===== config.mk =====
export PLATFORM = sky130hd
export DESIGN_NAME = wb_b3_burst_master
export DESIGN_NICKNAME = d
export VERILOG_FILES = /design/src/rtl/wb_b3_burst_master.sv
export SDC_FILE = /design/constraint.sdc
export NUM_CORES = 1
export LEC_CHECK = 0
export CORE_UTILIZATION = 45
export CTS_CLUSTER_SIZE = 10
export DETAILED_ROUTE_END_ITERATION = 7
export GPL_ROUTABILITY_DRIVEN = 0
export PLACE_DENSITY_LB_ADDON = 0.08
export SYNTH_ARGS = -nofsm -noshare
export SYNTH_HDL_FRONTEND = slang
export SYNTH_SLANG_ARGS = --single-unit

===== constraint.sdc =====
create_clock -name wb_clk_i -period 5.5 [get_ports wb_clk_i]
set_input_delay 0.55 -clock wb_clk_i [delete_from_list [all_inputs] [get_ports wb_clk_i]]
set_output_delay 0.55 -clock wb_clk_i [all_outputs]
set_load 0.01 [all_outputs]

===== src/rtl/wb_b3_burst_master.sv =====
// Wishbone B3 incrementing-burst master: command in, linear burst out, read beats / write data streamed.
// Latency: wb_cyc_o one cycle after command accept; rd_valid_o one cycle after each ack; done_o one cycle after last ack/abort.
// Backpressure: cmd_ready_o only in IDLE; write data throttled via wr_ready_o (stb drops when buffer empty); reads have none.
//
// Ports: wb_clk_i/wb_rst_i (async active-low) clock/reset; cmd_* command handshake (we, start address, 1..16 beats);
//        wr_* write data stream; rd_valid_o/rd_data_o read beats; done_o/err_o completion status; wb_* Wishbone B3 master bus.
// Optional feature: define WB_B3_MASTER_TIMEOUT_EN to abort a beat that waits timeout_cycles without an ack.
module wb_b3_burst_master #(
    parameter int aw             = 32,
    parameter int dw             = 32,
    parameter int timeout_cycles = 255
) (
    input  logic          wb_clk_i,
    input  logic          wb_rst_i,
    input  logic          cmd_valid_i,
    output logic          cmd_ready_o,
    input  logic          cmd_we_i,
    input  logic [aw-1:0] cmd_adr_i,
    input  logic [4:0]    cmd_len_i,
    input  logic          wr_valid_i,
    output logic          wr_ready_o,
    input  logic [dw-1:0] wr_data_i,
    output logic          rd_valid_o,
    output logic [dw-1:0] rd_data_o,
    output logic          done_o,
    output logic          err_o,
    output logic [aw-1:0] wb_adr_o,
    output logic [dw-1:0] wb_dat_o,
    output logic [3:0]    wb_sel_o,
    output logic          wb_we_o,
    output logic          wb_cyc_o,
    output logic          wb_stb_o,
    output logic [2:0]    wb_cti_o,
    output logic [1:0]    wb_bte_o,
    input  logic [dw-1:0] wb_dat_i,
    input  logic          wb_ack_i,
    input  logic          wb_err_i,
    input  logic          wb_rty_i
);

    typedef enum logic [1:0] {IDLE, ACTIVE, FINISH} state_t;

    state_t     state;
    logic       single_q;    // len==1 burst uses classic cycle encoding
    logic       buf_full;    // write beat held in wb_dat_o awaiting ack
    logic [4:0] beats_left;  // beats still to be acked
    logic [4:0] load_left;   // write beats not yet pulled from wr_* stream
    logic [4:0] len_eff;
    logic       beat_ack;
    logic       bus_fault;
    logic       timeout_hit;
    logic       load_beat;

    function automatic logic [2:0] cti_for(input logic single, input logic [4:0] rem);
        if (single)
            return 3'b000;
        else if (rem == 5'd1)
            return 3'b111;
        else
            return 3'b010;
    endfunction

    assign len_eff     = (cmd_len_i == 5'd0) ? 5'd1 : cmd_len_i;
    // Slave responses only count while a beat is actually being strobed.
    assign beat_ack    = wb_stb_o & wb_ack_i & ~wb_err_i & ~wb_rty_i;
    assign bus_fault   = wb_stb_o & (wb_err_i | wb_rty_i);
    assign cmd_ready_o = (state == IDLE);
    // The buffer may be refilled in the same cycle its current beat is acked.
    assign wr_ready_o  = (state == ACTIVE) & wb_we_o & (~buf_full | beat_ack) & (load_left != 5'd0);
    assign load_beat   = wr_ready_o & wr_valid_i;
    assign wb_sel_o    = 4'hf;
    assign wb_bte_o    = 2'b00;

`ifdef WB_B3_MASTER_TIMEOUT_EN
    localparam logic [7:0] TO_LAST = 8'(timeout_cycles - 1);
    logic [7:0] to_cnt;

    // Held at zero while stb is low, so each stb rise starts a fresh wait.
    always_ff @(posedge wb_clk_i or negedge wb_rst_i) begin
        if (!wb_rst_i)
            to_cnt <= 8'd0;
        else if (!wb_stb_o || wb_ack_i)
            to_cnt <= 8'd0;
        else
            to_cnt <= to_cnt + 8'd1;
    end

    assign timeout_hit = wb_stb_o & ~wb_ack_i & ~wb_err_i & ~wb_rty_i & (to_cnt == TO_LAST);
`else
    logic unused_timeout;
    assign unused_timeout = (timeout_cycles != 0);
    assign timeout_hit    = 1'b0;
`endif

    always_ff @(posedge wb_clk_i or negedge wb_rst_i) begin
        if (!wb_rst_i) begin
            state      <= IDLE;
            single_q   <= 1'b0;
            buf_full   <= 1'b0;
            beats_left <= 5'd0;
            load_left  <= 5'd0;
            rd_valid_o <= 1'b0;
            rd_data_o  <= '0;
            done_o     <= 1'b0;
            err_o      <= 1'b0;
            wb_adr_o   <= '0;
            wb_dat_o   <= '0;
            wb_we_o    <= 1'b0;
            wb_cyc_o   <= 1'b0;
            wb_stb_o   <= 1'b0;
            wb_cti_o   <= 3'b000;
        end else begin
            done_o     <= 1'b0;
            err_o      <= 1'b0;
            rd_valid_o <= 1'b0;
            case (state)
                IDLE: begin
                    if (cmd_valid_i) begin
                        state      <= ACTIVE;
                        single_q   <= (len_eff == 5'd1);
                        beats_left <= len_eff;
                        load_left  <= cmd_we_i ? len_eff : 5'd0;
                        buf_full   <= 1'b0;
                        wb_adr_o   <= cmd_adr_i;
                        wb_we_o    <= cmd_we_i;
                        wb_cti_o   <= cti_for(len_eff == 5'd1, len_eff);
                        wb_cyc_o   <= 1'b1;
                        // Reads strobe at once; writes wait for the first data word.
                        wb_stb_o   <= ~cmd_we_i;
                    end
                end
                ACTIVE: begin
                    if (bus_fault || timeout_hit) begin
                        wb_cyc_o <= 1'b0;
                        wb_stb_o <= 1'b0;
                        wb_we_o  <= 1'b0;
                        wb_cti_o <= 3'b000;
                        buf_full <= 1'b0;
                        done_o   <= 1'b1;
                        err_o    <= 1'b1;
                        state    <= FINISH;
                    end else begin
                        if (beat_ack) begin
                            wb_adr_o   <= wb_adr_o + aw'(4);
                            beats_left <= beats_left - 5'd1;
                            wb_cti_o   <= cti_for(single_q, beats_left - 5'd1);
                            if (!wb_we_o) begin
                                rd_valid_o <= 1'b1;
                                rd_data_o  <= wb_dat_i;
                            end
                            if (beats_left == 5'd1) begin
                                wb_cyc_o <= 1'b0;
                                wb_stb_o <= 1'b0;
                                wb_we_o  <= 1'b0;
                                wb_cti_o <= 3'b000;
                                buf_full <= 1'b0;
                                done_o   <= 1'b1;
                                state    <= FINISH;
                            end else if (wb_we_o && !load_beat) begin
                                // No next word ready: insert a master wait state.
                                buf_full <= 1'b0;
                                wb_stb_o <= 1'b0;
                            end
                        end
                        if (load_beat) begin
                            wb_dat_o  <= wr_data_i;
                            buf_full  <= 1'b1;
                            wb_stb_o  <= 1'b1;
                            load_left <= load_left - 5'd1;
                        end
                    end
                end
                FINISH:  state <= IDLE;
                default: state <= IDLE;
            endcase
        end
    end

endmodule


Word-level counts from Yosys, hierarchy flattened
Cells that the tools add are included.
{"block": "totals", "register_bits": 119, "in_bits": 109, "out_inout_bits": 113}
{"block": "op_classes", "addsub": 3, "eq_ne": 12, "n_mux": 53, "n_bitwise": 16, "reduce_logical": 15}
{"op": "32-bit 2-to-1 mux", "count": 3}
{"op": "32-bit case mux with 2 select lines", "count": 1}
{"op": "5-bit 2-to-1 mux", "count": 8}
{"op": "32-bit by 3-bit adder with 32-bit output (second input constant)", "count": 1}
{"op": "1-bit 2-to-1 mux", "count": 22}
{"op": "5-bit case mux with 2 select lines", "count": 2}
{"op": "4-bit AND reduction", "count": 5}
{"op": "3-bit 2-to-1 mux", "count": 6}
{"op": "5-bit by 1-bit == test with 1-bit output (second input constant)", "count": 3}
{"op": "2-bit 2-to-1 mux", "count": 5}
{"op": "5-bit by 1-bit subtractor with 5-bit output (second input constant)", "count": 2}
{"op": "3-bit AND reduction", "count": 3}
{"op": "1-bit AND", "count": 8}
{"op": "2-bit != test (second input constant)", "count": 4}
{"op": "1-bit case mux with 2 select lines", "count": 4}
{"op": "1-bit inverter", "count": 6}
{"op": "3-bit case mux with 2 select lines", "count": 1}
{"op": "5-bit zero test", "count": 1}
{"op": "5-bit by 3-bit != test with 1-bit output (second input constant)", "count": 1}
{"op": "5-bit nonzero test", "count": 1}
{"op": "4-bit != test (second input constant)", "count": 1}
{"op": "2-bit case mux with 2 select lines", "count": 1}
{"op": "3-bit by 2-bit != test with 1-bit output (second input constant)", "count": 1}
{"op": "3-bit != test (second input constant)", "count": 1}
{"op": "other kinds (7)", "count": 8}

Depth between registers and ports, before layout
Gate-level depths: netlist of run 1.
{"block": "logic_depth", "ltp_word": 15, "mapped_depth": 8, "mapped_depth_nobuf": 7}

Worst setup path after synthesis of run 1
Ideal clock, no wire load.
{"block": "synth_path", "path_kind": "input to register", "startpoint": "input wb_err_i", "endpoint": "register wb_stb_o", "setup_time_ns": 0.125, "t_arrival_ns": 1.892, "t_required_ns": 5.375, "setup_slack_ns": 3.484, "path_stages": 5, "cell_sequence": "nand4bb_4 -> a2111oi_2 -> nand2_1 -> nand2_1 -> mux2_2"}
{"block": "synth_between", "elab_chain_len": 11, "word_cells_on_any_way": 17, "classes_between": "eq/ne (2); mux (3); bitwise (9); reduce/logical (3)"}
{"item": "start: declaration", "line_no": "37", "source": "input logic wb_err_i,"}
{"item": "1-bit inverter *", "line_no": "65", "source": "assign beat_ack = wb_stb_o & wb_ack_i & ~wb_err_i & ~wb_rty_i;"}
{"item": "1-bit AND * (2 in series)", "line_no": "65"}
{"item": "1-bit bitwise OR *", "line_no": "69", "source": "assign wr_ready_o = (state == ACTIVE) & wb_we_o & (~buf_full | beat_ack) & (load_left != 5'd0);"}
{"item": "1-bit AND * (2 in series)", "line_no": "69"}
{"item": "via wr_ready_o", "line_no": "21", "source": "output logic wr_ready_o,"}
{"item": "1-bit AND *", "line_no": "70", "source": "assign load_beat = wr_ready_o & wr_valid_i;"}
{"item": "1-bit zero test", "line_no": "159", "source": "end else if (wb_we_o && !load_beat) begin"}
{"item": "1-bit logical AND", "line_no": "159"}
{"item": "5-bit by 3-bit != test with 1-bit output (no line)"}
{"item": "4-bit AND reduction (no line)"}
{"item": "end signal: assignment", "line_no": "129", "source": "wb_stb_o <= ~cmd_we_i;"}
{"item": "end: declaration", "line_no": "32", "source": "output logic wb_stb_o,"}
The timed path passes the listed nets; every way through them passes the cells marked *.
A chain may end at the register's enable or synchronous reset.

Worst setup path in the final report of run 1
{"block": "layout_path", "startpoint": "register state[1]", "endpoint": "output wr_ready_o"}
{"block": "layout_between", "elab_chain_len": 4}
{"item": "start: declaration", "line_no": "43", "source": "state_t state;"}
{"item": "start signal: assignment", "line_no": "97", "source": "state <= IDLE;"}
{"item": "start signal: assignment", "line_no": "119", "source": "state <= ACTIVE;"}
{"item": "start signal: assignment", "line_no": "141", "source": "state <= FINISH;"}
{"item": "2-bit by 1-bit == test with 1-bit output", "line_no": "69"}
{"item": "1-bit AND (3 in series)", "line_no": "69"}
{"item": "end: declaration", "line_no": "21"}
No other way between the ends.

==> key figures, run 1 <==
Run status
  • Run status: completed

Layout
  • Fin area: between 0.008 and 0.009 mm2
  • Post-Layout Cell Count: around 900
  • Area growth syn-to-layout: 48.2%
  • Most frequent cells in the layout: clkdlybuf4s50_1, dfrtp_1, nand2_1, mux2_2, a21oi_1
  • Final core utilization: a little over two thirds
  • Antenna cells: 0
  • Fill cells: 963
  • Layout Nets: ~850
  • Layout cells sized above 1: 14.5%
  • Most common cell after layout, fill and taps aside: clkdlybuf4s50_1

Clock network
  • Root Driver: clkbuf_16
  • H-tree levels: 4
  • Num CTS Buffers: 17
  • Post-CTS setup buffers: 0
  • CTS Hold Bufs: 0
  • Clk slew on worst S/H paths: 0.05 ns
  • Clock tree buffer depth: 2
  • Clk_lat worst skew: between 0.4 and 0.5 ns
  • Clock Sinks: roughly 120
  • CTS tree: yes
  • Cts repair resizes: 0

Timing
  • Tcrit/Tclk final: 59.8%
  • Clk_skew: around 0.0079 ns
  • Final setup violation count: 0
  • RSZ-0062 raised after global routing: no
  • Max_slew headroom: between 10% and 20%
  • Final setup margin: roughly 2.2 ns
  • Final hold vios: 0
  • Worst Tran Pin Value: around 1.2 ns
  • Highest Clock Rate: 304 MHz
  • Final slew viol count: 0
  • Min Hold Slack: between 0.3 and 0.4 ns
  • Setup_tns: 0 ns
  • Fin crit period: 3.29 ns

Floorplanning
  • Initial Util: 47.1%
  • Total core area: between 0.01 and 0.015 mm2
  • Die span in x: 115 um
  • Io pins: approximately 220
  • Die Y: roughly 120 um
  • Row Count: 40
  • Die ar.: 0.0132 mm2

Placement
  • Placed Instances: about 880
  • DP Area: 0.00796 mm2
  • Post-DP HPWL: 11.4 mm
  • Place WS: ~2.1 ns
  • I/O Buffers: 215

Worst setup path
  • CP Max Fanout: 42
  • Worst Path Required: slightly below 5 ns
  • Worst Path Arrival: 2.74 ns
  • Worst setup SP type: flip-flop
  • Kind of end point of the critical path: primary output
  • FF-to-FF setup slack: 2.56 ns
  • Crit Path Category: flip-flop to primary output

Power and ir drop
  • Worst VDD drop: 0.306 mV
  • Leakage: 3.51 nW
  • Tot Pwr: 4.80 mW
  • P per Cell Area: 564 mW/mm2

Routing
  • Initial DRC Count: 317
  • WL/cell: 17.4 um
  • First-pass iteration count of the detailed router: 5
  • ANT nets after route: 0
  • Drt drc: 0
  • Vias: roughly 5,000
  • DRT Wirelength: 15.9 mm
  • Drt via density: about 5.5

Logic synthesis
  • Synth Instances: 527
  • Synth Flop Type: dfrtp_1
  • Post-Syn Area per Cell: 10.9 um2
  • Cell variety after synth: 65
  • Mapped cell area: 0.00575 mm2
  • Top-area cell type share of the netlist area: ~51%
  • Synth Register Bits: ~120
  • Synth Warn #: 0
  • Area contributors post-synth: dfrtp_1, mux2_2, a21oi_1
  • Async set-reset flop share out of synthesis: between 90% and 100%
  • Register area share after synthesis: 51.4%
  • Cell accounting for the most synthesized area: dfrtp_1
  • EDFF count, synth: 0

GRT
  • Vias in the first global route: 4,977
  • Grt ovf: 0
  • Antenna violations before repair: 0
  • Gr usage total: 25.3%
  • Global-route wire length before repair: approximately 25 mm
  • Largest net degree at the start of global routing: 87

Worst hold path
  • HP Class: input pin to async pin

Flow run
  • Max-cap violation count: 0
-- flip-flops by register name, indices dropped and copies added, names as in the netlist --
signal	cells
rd_data_o	32
wb_adr_o	32
wb_dat_o	32
beats_left	5
load_left	5
state	2
wb_cti_o	2
buf_full	1
done_o	1
err_o	1
rd_valid_o	1
single_q	1
wb_cyc_o	1
wb_stb_o	1
wb_we_o	1
-- path summary, 6_finish.rpt --
| check | cells past startpoint | from | endpoint |
|---|---|---|---|
| worst max register to register | 6 | state[0] | rd_data_o[11] |
| min in group wb_clk_i | 1 | wb_dat_o[24] | wb_dat_o[24] |
| worst max-delay path | 3 | state[1] | wr_ready_o |
| max in group asynchronous | 2 | wb_rst_i | wb_adr_o[19] |
| worst min-delay path | 1 | wb_rst_i | rd_data_o[12] |
| worst min register to register | 1 | wb_dat_o[24] | wb_dat_o[24] |
-- layer usage --
metal  share of wire [%]  track usage [%]  wire (um)
met1                  40             30.6       6400
met2                  50             42.2       7890
met3                 7.5             7.22       1200
met4                 2.7             11.1        431
met5                   0                0          0
-- report_power, final --
part / switching [mW] / internal [mW] / total [mW]
clock: 0.400 / 0.662 / 1.06
sequential: 0.347 / 1.27 / 1.62
combinational: 0.983 / 1.14 / 2.12
total: 1.73 / 3.07 / 4.80
-- critical path, cell delays in order (launching register included) --
cell and delay, ns:
dfrtp_1 0.49, nand2b_2 0.65, a2111oi_2 0.55, clkdlybuf4s50_1 0.63
-- synthesized netlist by cell type (3+ instances only) --
master,count
buf_2,8
a21oi_1,43
mux2_2,47
buf_6,5
a22oi_1,4
ha_1,6
mux2_1,18
nand4_1,9
o21ai_0,32
clkbuf_1,11
nor3_1,11
nor2_1,29
o22ai_1,12
o21a_1,5
nor4_1,4
nand2b_1,3
buf_4,9
nand3_1,15
o21ai_1,4
nand2_1,49
and3_1,8
a31oi_1,5
inv_1,9
a31o_2,4
and4_1,3
dfrtp_1,118
mux2i_1,6
-- layout make-up --
cell class | instances | area [um2] | area share [%]
clock buffer | 19 | 433 | 5.08
clock inverter | 13 | 134 | 1.57
inverter | 9 | 33.8 | 0.396
multi-input combinational | 368 | 2570 | 30.2
sequential | 118 | 2950 | 34.6
tap | 168 | 210 | 2.47
timing repair buffer | 220 | 2190 | 25.7
-- cell families (layout without fill, tap and decap cells) --
kind of cell,Yosys count,after routing,synth area share [%]
buffers and inverters,45,261,4.37
muxes,71,71,13.8
xor gates and xnor gates,2,2,0.305
adders and majority gates,6,6,1.31
AOI/OAI and AO/OA,129,129,14.0
other,2,6,0.131
and+or+nand+nor,154,154,14.8
DFF,118,118,51.4
Note: power is estimated with default switching activity, not from simulation.
==> run 2: changes to the inputs <==
- CORE_UTILIZATION: 45 -> 44
- clock period: 5.5 -> 3.28 ns (I/O delays scaled with it)
==> key figures, run 2 (synthesis results as in run 1) <==
Worst hold path
  • HP Class: input pin to async pin

Worst setup path
  • Worst setup endpoint: wr_ready_o
  • Instance count on the critical path: 5
  • FF-to-FF setup slack: 1.06 ns
  • Worst r2r src: state[0]
  • Worst Setup SP: load_left[0]
  • Worst path cell trace: inv_1 -> ha_1 -> nor4b_2 -> a2111oi_2 -> clkdlybuf4s50_1
  • Worst Path Required: 2.95 ns
  • CP max stage cell: clkdlybuf4s50_1
  • Worst Path Arrival: 2.24 ns
  • Crit Path Category: flip-flop to primary output
  • CP max stage delay: 0.63 ns
  • WP buf/inv: 2
  • CP Max Fanout: 4
  • End of the worst register-to-register path: wb_adr_o[25]
  • Kind of end point of the critical path: primary output
  • Top delay family on crit path: buffers and inverters
  • R2R depth: 6
  • Worst setup SP type: flip-flop

Timing
  • Setup_tns: 0 ns
  • Final setup violation count: 0
  • Final slew viol count: 0
  • Highest Clock Rate: between 300 and 400 MHz
  • Clk_skew: 0.00574 ns
  • Fin crit period: 2.57 ns
  • RSZ-0062 raised after global routing: no
  • Final hold vios: 5
  • Tcrit/Tclk final: about four fifths
  • Max_slew headroom: 47.3%
  • Worst Tran Pin Value: 0.790 ns
  • Min Hold Slack: -0.00871 ns

Routing
  • Drt drc: 0
  • DRT Wirelength: 15.9 mm
  • Drt via density: 5.45
  • ANT nets after route: 0
  • Initial DRC Count: 275
  • WL/cell: 17.2 um
  • Vias: around 5,000
  • First-pass iteration count of the detailed router: 5

Clock network
  • CTS Hold Bufs: 0
  • Clock tree buffer depth: 2
  • CTS tree: yes
  • Post-CTS setup buffers: 0
  • Cts repair resizes: 0
  • Clock Sinks: ~120
  • H-tree levels: 4
  • Num CTS Buffers: 17
  • Clk_lat worst skew: 0.41 ns
  • Root Driver: clkbuf_16
  • Clk slew on worst S/H paths: roughly 0.050 ns

Floorplanning
  • Die Y: 116 um
  • Die span in x: 116 um
  • Die ar.: 0.0135 mm2
  • Initial Util: 45.4%
  • Io pins: approximately 220
  • Total core area: 0.0127 mm2
  • Row Count: between 40 and 50

Placement
  • Post-DP HPWL: between 10 and 15 mm
  • Placed Instances: 892
  • DP Area: 0.00801 mm2
  • I/O Buffers: 215

Power and ir drop
  • Worst VDD drop: 0.458 mV
  • Leakage: around 3.5 nW
  • P per Cell Area: 943 mW/mm2

Layout
  • Fill cells: around 1,000
  • Largest registers: rd_data_o: 32 flops, wb_adr_o: 32 flops, wb_dat_o: 32 flops
  • Area growth syn-to-layout: 49.2%
  • Most common cell after layout, fill and taps aside: clkdlybuf4s50_1
  • Antenna cells: 0
  • Post-Layout Cell Count: between 900 and 1,000
  • Layout cells sized above 1: between 10% and 20%
  • Most frequent cells in the layout: clkdlybuf4s50_1, dfrtp_1, nand2_1, mux2_2, a21oi_1
  • Fin area: 0.00858 mm2
  • Layout Nets: roughly 850

GRT
  • Gr usage total: 24.4%
  • Antenna violations before repair: 0
  • Vias in the first global route: approximately 5,000
  • Global-route wire length before repair: 25.0 mm
  • Largest net degree at the start of global routing: 64
  • Grt ovf: 0

Run status
  • Failing checks: negative hold slack
  • Run status: finished with violations

Flow run
  • Max-cap violation count: 0
==> run 2: changes by cell type in the layout (fill, tap and decap cells not counted) <==
cell	before	now
clkbuf_1	2	3
buf_12	0	1
buf_4	6	10
clkbuf_8	0	2
clkinv_2	5	4
clkinv_4	3	0
==> run 2: how the worst min path moves through the flow <==
stage	from	to	slack, ns	cells after the start
6_report	wb_rst_i	rd_data_o[29]	-0.009	1
5_1_grt	wb_rst_i	rd_data_o[29]	0.06	1
4_1_cts	wb_rst_i	rd_data_o[29]	0.02	1
3_5_place_dp	wb_rst_i	rd_data_o[29]	0.45	1
3_3_place_gp	wb_rst_i	rd_data_o[29]	0.45	1
2_1_floorplan	wb_rst_i	beats_left[0]	0.03	0
==> run 2: routing by layer <==
layer	GRT usage, %	part of all wire (%)
met1	29.3	41
met2	41.2	49
met3	5.71	7.3
met4	11.9	2.7
met5	0	0
==> run 2: area by class of cell <==
class / count / area (um2) / share of cell area (%)
flip-flops and latches: 118 / 2950 / 34.4
repair buffers: 225 / 2240 / 26.1
clock inverters: 9 / 103 / 1.20
well taps: 172 / 215 / 2.51
clock buffers: 22 / 464 / 5.41
multi-input cells: 368 / 2570 / 30.0
inverters: 9 / 33.8 / 0.394
==> run 2: through the flow <==
stage | hold slack (ns) | utilization (%) | total power [mW] | setup slack (ns)
2_1_floorplan | 0.0324 | - | 4.47 | 1.38
3_3_place_gp | 0.446 | 63.2 | 6.21 | 0.754
3_5_place_dp | 0.453 | 63.2 | 6.33 | 0.725
4_1_cts | 0.0161 | 67.7 | 8.13 | 0.697
5_1_grt | 0.0578 | 67.7 | 8.58 | 0.587
6_report | -0.00871 | 67.7 | 8.09 | 0.714
==> run 2: power by group <==
group	leakage, nW	total (mW)	switching [mW]	internal [mW]
Sequential	1.45	2.72	0.592	2.13
Clock	0.272	1.78	0.630	1.15
Combinational	1.81	3.59	1.65	1.94
==> run 3: changes to the inputs <==
- CORE_UTILIZATION: 44 -> 40
- clock period: 3.28 -> 2.1 ns (I/O delays scaled with it)
==> key figures, run 3 (synthesis results as in run 1) <==
GRT
  • Global-route wire length before repair: 25.9 mm
  • Gr usage total: about 23%
  • Largest net degree at the start of global routing: 43
  • Grt ovf: 0
  • Antenna violations before repair: 0
  • Vias in the first global route: 5,180

Clock network
  • Clk slew on worst S/H paths: 0.06 ns
  • H-tree levels: 4
  • Root Driver: clkbuf_16
  • Clk_lat worst skew: about 0.42 ns
  • CTS tree: yes
  • Clock Sinks: around 120
  • Clock tree buffer depth: 2
  • Num CTS Buffers: 17

Layout
  • Final core utilization: between 60% and 70%
  • Most common cell after layout, fill and taps aside: clkdlybuf4s50_1
  • Most frequent cells in the layout: clkdlybuf4s50_1, dfrtp_1, nand2_1, mux2_2, a21oi_1
  • Area growth syn-to-layout: 56.6%
  • Layout Nets: 889
  • Antenna cells: 0
  • Layout cells sized above 1: 19.2%
  • Largest registers: rd_data_o: 32 flops, wb_adr_o: 32 flops, wb_dat_o: 32 flops
  • Post-Layout Cell Count: 967

Worst setup path
  • FF-to-FF setup slack: around 0.11 ns
  • WP buf/inv: 2
  • Kind of end point of the critical path: primary output
  • End of the worst register-to-register path: wb_adr_o[24]
  • Worst r2r src: wb_adr_o[3]
  • CP max stage delay: 0.36 ns
  • CP max stage cell: a2111oi_4
  • Worst setup SP type: flip-flop
  • Crit Path Category: flip-flop to primary output
  • CP Max Fanout: 4
  • Worst Setup SP: load_left[0]
  • Worst Path Arrival: roughly 1.8 ns
  • R2R depth: 6
  • Worst path cell trace: inv_1 -> ha_1 -> nor4b_4 -> a2111oi_4 -> buf_2
  • Worst Path Required: 1.89 ns
  • Top delay family on crit path: compound AO/OA/AOI/OAI gates

Routing
  • Highest routed layer: met4
  • DRT Wirelength: 16.4 mm
  • Routed wl met3: 1.20 mm
  • Drt drc: 0
  • Initial DRC Count: 246
  • ANT nets after route: 0
  • Met1 wire length: 7.02 mm
  • Met2 wire length: slightly below 8 mm
  • Vias: 5,153
  • WL/cell: 16.9 um
  • First-pass iteration count of the detailed router: 5
  • Drt via density: 5.33

Power and ir drop
  • Worst VDD drop: 0.592 mV
  • Tot Pwr: 13.3 mW
  • P per Cell Area: 1480 mW/mm2
  • Leakage: 3.76 nW

Floorplanning
  • Total core area: 0.0139 mm2
  • Die ar.: roughly 0.015 mm2
  • Io pins: 222
  • Die span in x: 122 um
  • Row Count: 43
  • Initial Util: 41.3%
  • Die Y: 122 um

Timing
  • Highest Clock Rate: 502 MHz
  • Final hold vios: 0
  • Final slew viol count: 0
  • Tcrit/Tclk final: 94.9%
  • Final setup violation count: 0
  • Max_slew headroom: 57.6%
  • RSZ-0062 raised after global routing: yes
  • Worst Tran Pin Value: around 0.64 ns
  • Clk_skew: approximately 0.0065 ns
  • Fin crit period: 1.99 ns

Placement
  • Post-DP HPWL: between 10 and 15 mm
  • Placed Instances: 934
  • I/O Buffers: approximately 220

Run status
  • Run status: completed

Worst hold path
  • HP Class: input pin to async pin

Flow run
  • Max-cap violation count: 0
## run 3: power breakdown
group / total (mW) / leakage, nW / switching (mW) / internal (mW)
clock: 3.10 / 0.302 / 1.06 / 2.05
sequential: 4.22 / 1.45 / 0.894 / 3.33
combinational: 5.99 / 2.01 / 2.70 / 3.30
total: 13.3 / 3.76 / 4.65 / 8.67
## run 3: worst max path at each step
stage | depth (start not counted) | slack (ns) | endpoint
final | 5 | 0.11 | wr_ready_o
after global routing | 6 | -0.01 | wb_adr_o[24]
after CTS | 5 | 0.06 | wr_ready_o
after detailed placement | 6 | -0.13 | wb_dat_o[12]
after global placement | 6 | -0.08 | wb_dat_o[15]
after floorplan | 7 | 0.20 | wb_stb_o
## run 3: repair_timing
action,in CTS,in global routing
gates cloned,0,0
setup endpoints to repair,1,3
hold endpoints to repair,39,0
hold buffers,1,0
resized for setup,6,3
pin swaps,0,1
buffers inserted,0,0
## run 3: metal layers
layer | vias up | global-route usage [%]
met2 | 224 | 36.9
met4 | 0 | 9.34
li1 | 2400 | -
met3 | 25 | 6.09
met1 | 2504 | 28.6
met5 | - | 0
## run 3: area by class of cell
class | count | area [um2]
fill | 1127 | 4930
sequential | 118 | 2950
multi-input combinational | 368 | 2610
timing repair buffer | 260 | 2550
clock buffer | 20 | 457
tap | 180 | 225
clock inverter | 12 | 175
inverter | 9 | 33.8
## run 3: per-stage QoR
stage | TNS, ns | hold WS [ns] | setup WS (ns) | cell area [um2]
finish | 0 | 0.359 | 0.107 | 9000
global route | -0.0279 | 0.378 | -0.0134 | 9000
CTS | 0 | 0.353 | 0.0610 | 8980
detailed placement | -3.70 | 0.274 | -0.131 | 8330
global placement | -2.37 | 0.261 | -0.0836 | 8330
floorplan | 0 | -0.0856 | 0.201 | 5760
